==> src/rtl/core_scheduler.sv <==
// Per-core instruction scheduler: walks each instruction through fetch, decode,
// memory request/wait, execute and update, and tracks pc and retired count.
module core_scheduler #(
    parameter int THREADS = 4,
    parameter int PC_BITS = 8
) (
    input  logic               clk,
    input  logic               reset,
    input  logic               start,
    output logic               instr_req,
    output logic [PC_BITS-1:0] instr_addr,
    input  logic               instr_valid,
    output logic               decode_en,
    input  logic               is_ldr,
    input  logic               is_str,
    input  logic               is_branch,
    input  logic               is_halt,
    input  logic               wb_en_class,
    input  logic               branch_taken,
    input  logic [PC_BITS-1:0] IMM8,
    output logic               lsu_start,
    input  logic [THREADS-1:0] lsu_busy,
    output logic               reg_we,
    output logic [PC_BITS-1:0] pc,
    output logic [2:0]         core_state,
    output logic [15:0]        retired,
    output logic               done
);

    typedef enum logic [2:0] {
        ST_IDLE    = 3'd0,
        ST_FETCH   = 3'd1,
        ST_DECODE  = 3'd2,
        ST_REQUEST = 3'd3,
        ST_WAIT    = 3'd4,
        ST_EXECUTE = 3'd5,
        ST_UPDATE  = 3'd6,
        ST_DONE    = 3'd7
    } state_t;

    state_t             state_reg, state_next;
    logic [PC_BITS-1:0] pc_reg, pc_next;
    logic [15:0]        retired_reg, retired_next;

    always_ff @(posedge clk or posedge reset) begin
        if (reset) begin
            state_reg   <= ST_IDLE;
            pc_reg      <= '0;
            retired_reg <= '0;
        end else begin
            state_reg   <= state_next;
            pc_reg      <= pc_next;
            retired_reg <= retired_next;
        end
    end

    always_comb begin
        state_next   = state_reg;
        pc_next      = pc_reg;
        retired_next = retired_reg;
        unique case (state_reg)
            ST_IDLE: begin
                if (start) begin
                    state_next   = ST_FETCH;
                    pc_next      = '0;
                    retired_next = '0;
                end
            end
            ST_FETCH:   if (instr_valid) state_next = ST_DECODE;
            ST_DECODE:  state_next = ST_REQUEST;
            ST_REQUEST: state_next = ST_WAIT;
            // The LSU raises busy one cycle after lsu_start, so the first WAIT
            // cycle already sees the outstanding bits.
            ST_WAIT:    if (lsu_busy == '0) state_next = ST_EXECUTE;
            ST_EXECUTE: state_next = ST_UPDATE;
            ST_UPDATE: begin
                if (retired_reg != 16'hFFFF) retired_next = retired_reg + 16'd1;
                if (is_halt) begin
                    state_next = ST_DONE;
                end else begin
                    state_next = ST_FETCH;
                    pc_next    = (is_branch && branch_taken) ? IMM8 : pc_reg + PC_BITS'(1);
                end
            end
            ST_DONE:    state_next = ST_DONE;
            default:    state_next = ST_IDLE;
        endcase
    end

    // Strobes decode straight from the state register so reset clears them at once.
    assign instr_req  = (state_reg == ST_FETCH);
    assign decode_en  = (state_reg == ST_DECODE);
    assign lsu_start  = (state_reg == ST_REQUEST) && (is_ldr || is_str);
    assign reg_we     = (state_reg == ST_UPDATE) && wb_en_class && !is_halt;
    assign done       = (state_reg == ST_DONE);
    assign instr_addr = pc_reg;
    assign pc         = pc_reg;
    assign core_state = state_reg;
    assign retired    = retired_reg;

endmodule

==> config.mk <==
export PLATFORM = sky130hd
export DESIGN_NAME = core_scheduler
export DESIGN_NICKNAME = d
export VERILOG_FILES = /design/src/rtl/core_scheduler.sv
export SDC_FILE = /design/constraint.sdc
export NUM_CORES = 1
export LEC_CHECK = 0
export CORE_ASPECT_RATIO = 2
export CORE_MARGIN = 2
export CORE_UTILIZATION = 30
export DETAILED_ROUTE_END_ITERATION = 10
export GPL_TIMING_DRIVEN = 0
export PLACE_DENSITY_LB_ADDON = 0.12
export SLEW_MARGIN = 20
export SYNTH_ARGS = -nofsm -noshare
export SYNTH_HDL_FRONTEND = slang
export SYNTH_SLANG_ARGS = --single-unit
==> constraint.sdc <==
create_clock -name clk -period 1.8 [get_ports clk]
set_clock_uncertainty 0.05 [all_clocks]
set_input_delay 0.36 -clock clk [delete_from_list [all_inputs] [get_ports clk]]
set_output_delay 0.36 -clock clk [all_outputs]
set_load 0.05 [all_outputs]
==> qor.yml <==
run_status:
  status: "finished with violations"
  violations: "negative setup slack"
clock_network:
  clk_path_buf_depth: 2
  clock_latency_ns: 0.26
  root_buffer: "clkbuf_16"
  clkTransAtPathRegs_ns: 0.07
  clkSinkCount: 27
  cts_tree: "built"
  cts_max_level: 1
  cts_buffers: 3
final_layout:
  diodes: 0
  fin_util_pct: 48.3
  final_common_cell: "dlygate4sd2_1"
  final_cell_mix: "dlygate4sd2_1, buf_4, dfrtp_2, clkdlybuf4s50_1, nand2_1"
  design_area_um2: 2730
  syn2layout_area_growth_pct: 56.4
  layout-drive-gt1-share_pct: 28.8
  nets: 299
  largest_register_ffs: 16
detailed_routing:
  wirelength_um: 5750
  ant_nets: 0
  vias_per_cell: 5.61
  drt_iter0_markers: 47
  firstDrtPassIters: 4
  drc: 0
  wire_per_inst_um: 17.1
  vias: 1879
floorplan:
  dieArea_um2: 6490
  dieHeight_um: 112
  pin_count: 62
  core_area_um2: 5660
  initial_utilization_pct: 30.9
  core.rowCount: 39
  die_w_um: 58.0
worst_setup_path:
  cpPeakStageDelay_ns: 0.43
  crit_path_start_kind: "register"
  cp.arrival_ns: 1.92
  critPathSlowestCell: "or3b_4"
  cp_common_cell: "buf_6"
  end_kind: "register"
  crit_family: "compound AO/OA/AOI/OAI gates"
  crit_required_ns: 1.90
  path_class: "register to register"
  cp.depth: 6
  crit_buf_inv: 2
  r2r_cells: 6
  critPathMaxFanout: 5
  crit_path_cell_trace: "or3b_4, buf_6, a21oi_4, o31ai_4, buf_6, a211o_1"
synth:
  ys_seq_area_share_pct: 38.7
  yosys_warnings: 0
  synth.avg_cell_area_um2: 8.96
  synth_nets: 219
  synth_seq_cells: 27
  syn-cell-area_um2: 1750
  synth_cell_types: 50
  synth_top_area_share_pct: 38.7
  postSynthCellCount: 195
  yosys.area.top_type: "dfrtp_1"
  synth_area_leaders: "dfrtp_1, nor3_1, o21ai_0"
pwr:
  p_per_area_nw_per_um2: 1510
  ir_worst_vdd_mv: 0.791
  p_clk_share_pct: 12.7
  seq_power_share_pct: 25.9
  p_switching_mw: 2.15
  power_leakage_nw: 1.24
  swShare_pct: 52.1
  combPwrFrac_pct: 61.4
  p_int_mw: 1.98
timing:
  whs_ns: 0.439
  setup_tns_ns: -0.0476
  fin_ws_ns: -0.0186
  tightest_slew_ns: 0.619
  maxSlewViolCount: 0
  rsz0062_at_grt: "true"
  hold_violations: 0
  setup_viol: 5
  period_minus_slack_ns: 1.82
  maxSlewHeadroom_pct: 58.7
  fmax_mhz: 550
  fin_crit_sh_pct: 101
place:
  place_hpwl_um: 4150
  dpl-instance-area_um2: 2510
  gp_congestion: 0.848
  io_buffers: 61
global_routing:
  antenna_found_initial: 0
  grt_pass1_wl_um: 9120
  overflow: 0
  gr-usage-all-layers_pct: 17.9
  grt_pass1_vias: 1916
  grt_max_degree: 28
flow_run:
  maxCapViolCount: 0
min_path:
  hold_class: "primary input to async pin"
-- routing by layer --
layer,vias up,wire length (um),global-route usage [%]
met5,-,0,0
met4,0,163,7.29
met3,14,231,1.86
met2,69,3270,35.2
met1,910,2080,17.8
li1,886,-,-
-- worst paths after layout --
check,start,end,slack [ns]
worst min register to register,retired[6],retired[6],0.49
worst min-delay path,reset,instr_addr[3],0.44
max in group asynchronous,reset,retired[15],0.82
worst max-delay path,core_state[2],retired[7],-0.02
min in group clk,start,core_state[0],0.49
worst max register to register,core_state[2],retired[7],-0.02
-- cell type report --
class	instances	area (um2)
Tap cell	61	76.3
Inverter	5	18.8
Clock buffer	4	78.8
Timing Repair Buffer	77	698
Multi-Input combinational cell	147	1070
Buffer	14	91.3
Fill cell	564	2930
Sequential cell	27	699
-- logic make-up (layout without fill, tap and decap cells) --
kind of cell	after synthesis	after routing	share of synthesized area [%]
muxes	3	3	1.72
AOI/OAI and AO/OA	58	58	24.3
xor gates and xnor gates	1	1	0.501
DFF	27	27	38.7
buffers and inverters	21	100	6.44
and+or+nand+nor	83	83	27.0
adders and majority gates	2	2	1.43
-- what timing repair did --
action                     in CTS  in global routing
hold buffers                    0                  0
hold endpoints to repair        0                  0
resized for setup              79                 20
pin swaps                      10                  5
gates cloned                    0                  0
buffers inserted               11                  5
setup endpoints to repair      63                 32
-- synth_stat cells (all sizes together) --
cell type / instances
or4: 1
and4bb: 1
nor4: 6
nor3b: 3
a211o: 3
nor2b: 1
o31ai: 1
nor2: 9
o21a: 1
o21ai: 15
a31oi: 2
a221oi: 1
nand2b: 2
nand3: 6
a22o: 6
dfrtp: 27
inv: 5
ha: 2
or3b: 1
a22oi: 2
nand4: 7
o221ai: 1
buf: 11
clkbuf: 5
o22a: 3
nor3: 15
or3: 2
and3: 5
o211a: 2
nand3b: 1
mux2i: 3
a21o: 1
o2bb2ai: 5
o22ai: 1
and2: 3
a21oi: 8
or2: 2
nand2: 17
a21boi: 3
and3b: 1
a2bb2oi: 3
xnor2: 1
-- power by group through the flow --
| stage | sequential [mW] | combinational, mW | clock [mW] |
|---|---|---|---|
| floorplan | 1.56 | 1.15 | 0 |
| global placement | 1.05 | 2.47 | 0 |
| detailed placement | 1.05 | 2.48 | 0 |
| CTS | 1.04 | 2.51 | 0.538 |
| global route | 1.10 | 2.69 | 0.556 |
| finish | 1.07 | 2.54 | 0.524 |
-- worst reg2reg max path, stage by stage, from the launching register on --
cell	delay, ns
dfrtp_2	0.42
or3b_4	0.43
buf_6	0.13
a21oi_4	0.17
o31ai_4	0.11
buf_6	0.14
a211o_1	0.24
-- metrics by stage --
stage / std cells / worst slack (ns) / total power, mW
6_report: 335 / -0.0186 / 4.13
5_1_grt: 335 / -0.0736 / 4.34
4_1_cts: 332 / -0.0414 / 4.09
3_5_place_dp: 317 / -0.860 / 3.53
3_3_place_gp: 317 / -0.876 / 3.52
2_1_floorplan: 195 / -0.0601 / 2.71
Note: power is estimated with default switching activity, not from simulation.
